--- src/rtl/cnn_batch_scheduler_if.sv ---
// Engine control and result stream between cnn_batch_scheduler (master) and its engine/consumer (slave).
interface cnn_batch_scheduler_if #(
  parameter int IDX_W = 5,
  parameter int CLS_W = 4
);
  logic             eng_resetn;
  logic             eng_start;
  logic [IDX_W-1:0] eng_image_index;
  logic             eng_done;
  logic [CLS_W-1:0] eng_predicted_class;
  logic             res_valid;
  logic             res_ready;
  logic [IDX_W-1:0] res_index;
  logic [CLS_W-1:0] res_class;
  logic [1:0]       res_flags;

  modport master (
    output eng_resetn, eng_start, eng_image_index,
    input  eng_done, eng_predicted_class,
    output res_valid, res_index, res_class, res_flags,
    input  res_ready
  );

  modport slave (
    input  eng_resetn, eng_start, eng_image_index,
    output eng_done, eng_predicted_class,
    input  res_valid, res_index, res_class, res_flags,
    output res_ready
  );
endinterface

--- src/rtl/cnn_batch_scheduler.sv ---
// Runs the CNN engine once per image over [first, last] and streams (index, class) results.
// Optional per-class result histogram is built when CNN_SCHED_HIST_EN is defined.
module cnn_batch_scheduler #(
  parameter int IDX_W          = 5,
  parameter int CLS_W          = 4,
  parameter int NUM_CLASSES    = 9,
  parameter int RST_CYCLES     = 2,
  parameter int TIMEOUT_CYCLES = 65535
) (
  input  logic             clk,
  input  logic             resetn,
  input  logic [IDX_W-1:0] cfg_first_idx,
  input  logic [IDX_W-1:0] cfg_last_idx,
  input  logic             batch_start,
  input  logic             batch_abort,
  output logic             batch_busy,
  output logic             batch_done,
  output logic [1:0]       batch_status,
`ifdef CNN_SCHED_HIST_EN
  input  logic [3:0]       hist_sel,
  output logic [5:0]       hist_count,
`endif
  cnn_batch_scheduler_if.master bus
);
  localparam logic [3:0]       RST_LAST  = 4'(RST_CYCLES - 1);
  localparam logic [15:0]      WD_LAST   = 16'(TIMEOUT_CYCLES - 1);
  localparam logic [CLS_W-1:0] CLS_LIMIT = CLS_W'(NUM_CLASSES);
  localparam logic [CLS_W-1:0] CLS_BAD   = '1;
  localparam logic [1:0] ST_OK = 2'd0, ST_CFG = 2'd1, ST_ABORT = 2'd2, ST_TIMEOUT = 2'd3;

  typedef enum logic [2:0] {
    S_IDLE, S_ENG_RST, S_ENG_GO, S_WAIT_DONE, S_EMIT, S_ABORT_RST, S_FIN
  } state_t;

  state_t           state_reg;
  logic [IDX_W-1:0] cur_idx_reg;
  logic [IDX_W-1:0] last_idx_reg;
  logic [3:0]       rst_cnt_reg;
  logic [15:0]      wd_cnt_reg;
  logic             timeout_seen_reg;
  logic             eng_resetn_reg;
  logic             eng_start_reg;
  logic             res_valid_reg;
  logic [CLS_W-1:0] res_class_reg;
  logic [1:0]       res_flags_reg;
  logic             busy_reg;
  logic             done_reg;
  logic [1:0]       status_reg;

  logic start_ok;
  logic abort_ok;
  logic emit_fire;

  // A second abort during the abort reset would only stretch it, so it is not re-armed there.
  assign start_ok  = (state_reg == S_IDLE) && batch_start;
  assign abort_ok  = busy_reg && batch_abort && (state_reg != S_ABORT_RST);
  assign emit_fire = (state_reg == S_EMIT) && res_valid_reg && bus.res_ready && !abort_ok;

  always_ff @(posedge clk or negedge resetn) begin
    if (!resetn) begin
      state_reg        <= S_IDLE;
      cur_idx_reg      <= '0;
      last_idx_reg     <= '0;
      rst_cnt_reg      <= '0;
      wd_cnt_reg       <= '0;
      timeout_seen_reg <= 1'b0;
      eng_resetn_reg   <= 1'b0;
      eng_start_reg    <= 1'b0;
      res_valid_reg    <= 1'b0;
      res_class_reg    <= '0;
      res_flags_reg    <= '0;
      busy_reg         <= 1'b0;
      done_reg         <= 1'b0;
      status_reg       <= '0;
    end else begin
      done_reg      <= 1'b0;
      eng_start_reg <= 1'b0;
      if (abort_ok) begin
        state_reg      <= S_ABORT_RST;
        res_valid_reg  <= 1'b0;
        eng_resetn_reg <= 1'b0;
        rst_cnt_reg    <= '0;
      end else begin
        case (state_reg)
          S_IDLE: begin
            eng_resetn_reg <= 1'b1;
            if (batch_start) begin
              last_idx_reg     <= cfg_last_idx;
              timeout_seen_reg <= 1'b0;
              if (cfg_first_idx > cfg_last_idx) begin
                state_reg  <= S_FIN;
                done_reg   <= 1'b1;
                status_reg <= ST_CFG;
              end else begin
                cur_idx_reg    <= cfg_first_idx;
                state_reg      <= S_ENG_RST;
                busy_reg       <= 1'b1;
                eng_resetn_reg <= 1'b0;
                rst_cnt_reg    <= '0;
              end
            end
          end
          S_ENG_RST: begin
            if (rst_cnt_reg == RST_LAST) begin
              state_reg      <= S_ENG_GO;
              eng_resetn_reg <= 1'b1;
              eng_start_reg  <= 1'b1;
            end else begin
              rst_cnt_reg <= rst_cnt_reg + 4'd1;
            end
          end
          S_ENG_GO: begin
            state_reg  <= S_WAIT_DONE;
            wd_cnt_reg <= '0;
          end
          S_WAIT_DONE: begin
            // A done arriving on the last watchdog cycle still counts as a real result.
            if (bus.eng_done) begin
              state_reg     <= S_EMIT;
              res_valid_reg <= 1'b1;
              if (bus.eng_predicted_class >= CLS_LIMIT) begin
                res_class_reg <= CLS_BAD;
                res_flags_reg <= 2'b10;
              end else begin
                res_class_reg <= bus.eng_predicted_class;
                res_flags_reg <= 2'b00;
              end
            end else if (wd_cnt_reg == WD_LAST) begin
              state_reg        <= S_EMIT;
              res_valid_reg    <= 1'b1;
              res_class_reg    <= CLS_BAD;
              res_flags_reg    <= 2'b01;
              timeout_seen_reg <= 1'b1;
            end else begin
              wd_cnt_reg <= wd_cnt_reg + 16'd1;
            end
          end
          S_EMIT: begin
            if (emit_fire) begin
              res_valid_reg <= 1'b0;
              // Compare before incrementing so a batch ending at the top index never wraps.
              if (cur_idx_reg == last_idx_reg) begin
                state_reg  <= S_FIN;
                done_reg   <= 1'b1;
                busy_reg   <= 1'b0;
                status_reg <= timeout_seen_reg ? ST_TIMEOUT : ST_OK;
              end else begin
                cur_idx_reg    <= cur_idx_reg + 1'b1;
                state_reg      <= S_ENG_RST;
                eng_resetn_reg <= 1'b0;
                rst_cnt_reg    <= '0;
              end
            end
          end
          S_ABORT_RST: begin
            if (rst_cnt_reg == RST_LAST) begin
              state_reg      <= S_FIN;
              done_reg       <= 1'b1;
              busy_reg       <= 1'b0;
              status_reg     <= ST_ABORT;
              eng_resetn_reg <= 1'b1;
            end else begin
              rst_cnt_reg <= rst_cnt_reg + 4'd1;
            end
          end
          S_FIN: begin
            state_reg <= S_IDLE;
          end
          default: begin
            state_reg <= S_IDLE;
          end
        endcase
      end
    end
  end

  assign batch_busy          = busy_reg;
  assign batch_done          = done_reg;
  assign batch_status        = status_reg;
  assign bus.eng_resetn      = eng_resetn_reg;
  assign bus.eng_start       = eng_start_reg;
  assign bus.eng_image_index = cur_idx_reg;
  assign bus.res_valid       = res_valid_reg;
  assign bus.res_index       = cur_idx_reg;
  assign bus.res_class       = res_class_reg;
  assign bus.res_flags       = res_flags_reg;

`ifdef CNN_SCHED_HIST_EN
  localparam logic [3:0] HIST_N = 4'(NUM_CLASSES);

  logic [5:0] hist_vec [NUM_CLASSES];
  logic [5:0] hist_count_reg;

  generate
    for (genvar gi = 0; gi < NUM_CLASSES; gi++) begin : g_hist
      logic [5:0] cnt_reg;
      always_ff @(posedge clk or negedge resetn) begin
        if (!resetn) begin
          cnt_reg <= '0;
        end else if (start_ok) begin
          cnt_reg <= '0;
        end else if (emit_fire && (res_flags_reg == 2'b00) &&
                     (res_class_reg == CLS_W'(gi)) && (cnt_reg != 6'd63)) begin
          cnt_reg <= cnt_reg + 6'd1;
        end
      end
      assign hist_vec[gi] = cnt_reg;
    end
  endgenerate

  always_ff @(posedge clk or negedge resetn) begin
    if (!resetn) begin
      hist_count_reg <= '0;
    end else begin
      hist_count_reg <= (hist_sel < HIST_N) ? hist_vec[hist_sel] : 6'd0;
    end
  end

  assign hist_count = hist_count_reg;
`endif
endmodule

--- src/flat_wrapper.sv ---
// flat-port wrapper written by rule: the top's interface ports become plain ports
module cnn_batch_scheduler_flat 
#(
  parameter int IDX_W          = 5,
  parameter int CLS_W          = 4,
  parameter int NUM_CLASSES    = 9,
  parameter int RST_CYCLES     = 2,
  parameter int TIMEOUT_CYCLES = 65535
)
  (clk, resetn, cfg_first_idx, cfg_last_idx, batch_start, batch_abort, batch_busy, batch_done, batch_status, bus_eng_resetn, bus_eng_start, bus_eng_image_index, bus_eng_done, bus_eng_predicted_class, bus_res_valid, bus_res_index, bus_res_class, bus_res_flags, bus_res_ready);
  cnn_batch_scheduler_if #(.IDX_W(IDX_W), .CLS_W(CLS_W)) bus_i ();
  input  logic clk;
  input  logic resetn;
  input  logic [IDX_W-1:0] cfg_first_idx;
  input  logic [IDX_W-1:0] cfg_last_idx;
  input  logic batch_start;
  input  logic batch_abort;
  output logic batch_busy;
  output logic batch_done;
  output logic [1:0] batch_status;
  output wire logic [$bits(bus_i.eng_resetn)-1:0] bus_eng_resetn;
  output wire logic [$bits(bus_i.eng_start)-1:0] bus_eng_start;
  output wire logic [$bits(bus_i.eng_image_index)-1:0] bus_eng_image_index;
  input wire logic [$bits(bus_i.eng_done)-1:0] bus_eng_done;
  input wire logic [$bits(bus_i.eng_predicted_class)-1:0] bus_eng_predicted_class;
  output wire logic [$bits(bus_i.res_valid)-1:0] bus_res_valid;
  output wire logic [$bits(bus_i.res_index)-1:0] bus_res_index;
  output wire logic [$bits(bus_i.res_class)-1:0] bus_res_class;
  output wire logic [$bits(bus_i.res_flags)-1:0] bus_res_flags;
  input wire logic [$bits(bus_i.res_ready)-1:0] bus_res_ready;
  assign bus_eng_resetn = bus_i.eng_resetn;
  assign bus_eng_start = bus_i.eng_start;
  assign bus_eng_image_index = bus_i.eng_image_index;
  assign bus_i.eng_done = bus_eng_done;
  assign bus_i.eng_predicted_class = bus_eng_predicted_class;
  assign bus_res_valid = bus_i.res_valid;
  assign bus_res_index = bus_i.res_index;
  assign bus_res_class = bus_i.res_class;
  assign bus_res_flags = bus_i.res_flags;
  assign bus_i.res_ready = bus_res_ready;
  cnn_batch_scheduler #(.IDX_W(IDX_W), .CLS_W(CLS_W), .NUM_CLASSES(NUM_CLASSES), .RST_CYCLES(RST_CYCLES), .TIMEOUT_CYCLES(TIMEOUT_CYCLES)) u_core (.clk(clk), .resetn(resetn), .cfg_first_idx(cfg_first_idx), .cfg_last_idx(cfg_last_idx), .batch_start(batch_start), .batch_abort(batch_abort), .batch_busy(batch_busy), .batch_done(batch_done), .batch_status(batch_status), .bus(bus_i));
endmodule
--- config.mk ---
export PLATFORM = sky130hd
export DESIGN_NAME = cnn_batch_scheduler_flat
export DESIGN_NICKNAME = d
export VERILOG_FILES = /design/src/rtl/cnn_batch_scheduler_if.sv /design/src/rtl/cnn_batch_scheduler.sv /design/src/flat_wrapper.sv
export SDC_FILE = /design/constraint.sdc
export NUM_CORES = 1
export LEC_CHECK = 0
export ABC_AREA = 1
export BUFFER_PORTS_ARGS = -buffer_cell sky130_fd_sc_hd__buf_4
export CAP_MARGIN = 25
export CORE_ASPECT_RATIO = 0.5
export CORE_UTILIZATION = 62
export DETAILED_ROUTE_END_ITERATION = 10
export PLACE_DENSITY = 0.86
export SYNTH_ARGS = -nofsm -noshare
export SYNTH_HDL_FRONTEND = slang
export SYNTH_SLANG_ARGS = --single-unit
--- constraint.sdc ---
create_clock -name clk -period 2.69 [get_ports clk]
set_input_delay 0.1345 -clock clk [delete_from_list [all_inputs] [get_ports clk]]
set_output_delay 0.1345 -clock clk [all_outputs]
set_load 0.01 [all_outputs]
==> summary.md <==
| Metric | Value |
|---|---|
| Run status | `finished clean` |
| Ys Warns | `0` |
| Nets | `486` |
| # Max-Cap Violations | `0` |
| RSZ-0062 raised after global routing | `no` |
| Num CTS Buffers | `5` |
| Worst VDD drop | `0.505 mV` |
| CTS Root Cell | `clkbuf_8` |
| Post-synthesis register bit count | `47` |
| Final Wtd Congestion | `0.951` |
| Final Core Density | `76.3%` |
| R2R setup slack | `0.59 ns` |
| P per Cell Area | `1050 mW/mm²` |
| Worst Hold Launch | `cfg_last_idx[3]` |
| Worst-path clk slew | `0.09 ns` |
| DIE AREA | `0.00508 mm²` |
| Via-per-instance ratio | `5.34` |
| Initial DRC count | `180` |
| Antenna viol nets, final | `0` |
| WP data required | `2.88 ns` |
| Clk pwr share | `14.9%` |
| Die Span Y | `50.9 µm` |
| Setup tns final | `0 ns` |
| Port Buffer Count | `42` |
| Sequential area share after synthesis | `39.6%` |
| Initial core utilization | `66.1%` |
| Psw | `1.63 mW` |
| CP Launch Type | `flip-flop` |
| CTS tree | `done` |
| Antenna violations before repair | `0` |
| Worst reg-to-reg path cell count | `8` |
| Crit path kind | `reg2reg` |
| Final setup fails | `0` |
| First-pass DRT Iterations | `5` |
| Cell family with most CP delay | `buffers and inverters` |
| H-tree levels | `2` |
| Vias in the first global route | `2,501` |
| Fin crit share | `78.1%` |
| Core Box Area | `0.00449 mm²` |
| Overall Global Routing Usage | `28.3%` |
| Slowest cell on crit path | `dfrtp_1` |
| Post-CTS setup buffer count | `0` |
| Achievable frequency | `476 MHz` |
| Bufs and invs on worst path | `3` |
| Worst-margin pin slew | `0.719 ns` |
| Crit-path cells | `inv_1 > nand3_2 > inv_1 > nand2_1 > a21oi_4 > inv_2 > nand2_1 > o21ai_0` |
| Largest net degree at the start of global routing | `48` |
| Layout Cells excl Fill | `523` |
| Switching Fraction | `45.6%` |
| Mean area per synthesized cell | `7.15 µm²` |
| Synthesized area | `0.00297 mm²` |
| Clock sinks | `47` |
| Arrival @ worst endpoint | `2.29 ns` |
| Global-route wire length before repair | `11,100 µm` |
| Post-synthesis net count | `445` |
| Hold Crit Depth | `3` |
| Wire per inst | `12.6 µm` |
| Syn Inst Count | `415` |
| Diode count | `0` |
| Final worst path period need | `2.10 ns` |
| Skew final | `0.00737 ns` |
| DRC violations left | `0` |
| Crit path max fanout | `16` |
| Die span in x | `99.8 µm` |
| Max incr delay on CP | `0.43 ns` |
| Reg2reg start | `u_core.state_reg[2]` |
| Hold Slack | `0.0419 ns` |
| Num rows | `17` |
| Worst setup EP type | `flip-flop` |
| R2R Path End | `u_core.wd_cnt_reg[1]` |
| Synth cell types | `29` |
| Synth-to-Final Area Change | `15.4%` |
| Layout cells sized above 1 | `14.9%` |
| Worst Hold Path EP | `u_core.last_idx_reg[3]` |
| Via count | `2,794` |
| Worst relative slew slack | `51.9%` |
| DP HPWL | `5050 µm` |
| Insertion delay to the later sink of the worst-skew pair | `0.30 ns` |
| Final hold vios | `0` |
| Placed cells | `514` |
| Drt total wl | `6570 µm` |
| Sequential share of power | `34.3%` |
| Pins over their slew limit | `0` |
| CTS Buffer Depth | `2` |
| Grt total ovfl | `0` |
| I/O pin count | `43` |
| Pint | `1.95 mW` |
| Max reg flops | `16` |
| Hold crit path type | `in2reg` |
| Combinational share of power | `50.8%` |
| Leak | `1.76 nW` |
| Crit path depth | `8` |
what timing repair did:
action	in CTS	in global routing
hold buffers	1	0
endpoints found under the hold margin	47	0
endpoints found under the setup margin	0	0
resized for setup	0	0
metal layers:
layer  up-vias  wire (µm)  GRT usage [%]
met5         -          0              0
met3        14        439           5.34
met4         0         86           8.09
li1       1397          -              -
met2       101       3040           48.5
met1      1282       3000           37.1
stage by stage:
stage / total power, mW / instance area [µm²] / worst slack (ns)
after floorplan: 2.49 / 2970 / 1.18
after global placement: 2.95 / 3300 / 0.710
after detailed placement: 3.03 / 3300 / 0.602
after CTS: 3.56 / 3420 / 0.594
after global routing: 3.88 / 3420 / 0.358
final: 3.58 / 3420 / 0.588
cell usage in the layout (no fill, tap or decap), types with 5 or more instances in the layout:
| cell type | netlist | final |
|---|---|---|
| a21oi_1 | 8 | 8 |
| buf_4 | 6 | 42 |
| clkbuf_8 | 0 | 5 |
| dfrtp_1 | 47 | 47 |
| ha_1 | 10 | 10 |
| inv_1 | 48 | 48 |
| nand2_1 | 130 | 130 |
| nand3_1 | 31 | 31 |
| nand4_1 | 12 | 12 |
| nor2_1 | 50 | 50 |
| nor3_1 | 7 | 7 |
| o21ai_0 | 25 | 25 |
| xor2_1 | 11 | 11 |
kinds of logic (layout without fill, tap and decap cells):
| kind of cell | count (synthesis) | after routing | synth area share, % |
|---|---|---|---|
| xor+xnor | 15 | 15 | 4.43 |
| flops | 47 | 47 | 39.6 |
| simple gates | 244 | 244 | 35.6 |
| fa+ha+maj | 10 | 10 | 4.22 |
| compound gates | 39 | 39 | 7.42 |
| buf+inv | 60 | 102 | 8.68 |
worst min-delay path: cells and delay by family:
family	cells	cell delay [ns]
buf+inv	1	0.08
compound gates	1	0.06
simple gates	1	0.04
area by class of cell:
type | count | area, µm²
inverter | 51 | 191
clock buffer | 5 | 68.8
timing repair buffer | 43 | 325
sequential | 47 | 1180
multi-input combinational | 308 | 1530
fill | 345 | 1060
tap | 66 | 82.6
clock inverter | 3 | 46.3
power by group through the flow:
stage                     sequential [mW]  combinational (mW)  clock [mW]
final                                1.23                1.82       0.532
after detailed placement             1.24                1.79           0
after CTS                            1.23                1.80       0.536
after floorplan                      1.24                1.24           0
after global routing                 1.27                2.05       0.562
after global placement               1.22                1.73           0
cell usage after synthesis:
cell type | instances | share of area [%]
a22oi_1 | 1 | 0.25
nand4_2 | 1 | 0.42
a21oi_1 | 8 | 1.3
o21ai_0 | 25 | 4.2
nand2_2 | 3 | 0.63
nor2_2 | 1 | 0.21
nand3_1 | 31 | 5.2
xnor2_1 | 4 | 1.2
buf_4 | 6 | 1.5
or2_2 | 2 | 0.42
inv_2 | 3 | 0.38
dfrtp_1 | 47 | 40
nor3_1 | 7 | 1.2
nand2_1 | 130 | 16
nor2_1 | 50 | 6.3
a31oi_1 | 1 | 0.21
ha_1 | 10 | 4.2
inv_1 | 48 | 6.1
a21oi_4 | 1 | 0.55
and2_1 | 2 | 0.42
nand3_2 | 2 | 0.67
o211ai_1 | 1 | 0.25
buf_2 | 2 | 0.34
nor2_4 | 2 | 0.76
nand4_1 | 12 | 2.5
o21ai_2 | 2 | 0.59
buf_6 | 1 | 0.38
xor2_1 | 11 | 3.2
nand2_4 | 1 | 0.38
how the worst max path moves through the flow:
stage / start / to / slack [ns]
2_1_floorplan: u_core.state_reg[1] / u_core.rst_cnt_reg[0] / 1.18
3_3_place_gp: u_core.state_reg[2] / u_core.wd_cnt_reg[9] / 0.71
3_5_place_dp: u_core.state_reg[2] / u_core.wd_cnt_reg[1] / 0.60
4_1_cts: u_core.state_reg[2] / u_core.wd_cnt_reg[9] / 0.59
5_1_grt: u_core.state_reg[2] / u_core.wd_cnt_reg[9] / 0.36
6_report: u_core.state_reg[2] / u_core.wd_cnt_reg[1] / 0.59
Note: power is estimated with default switching activity, not from simulation.
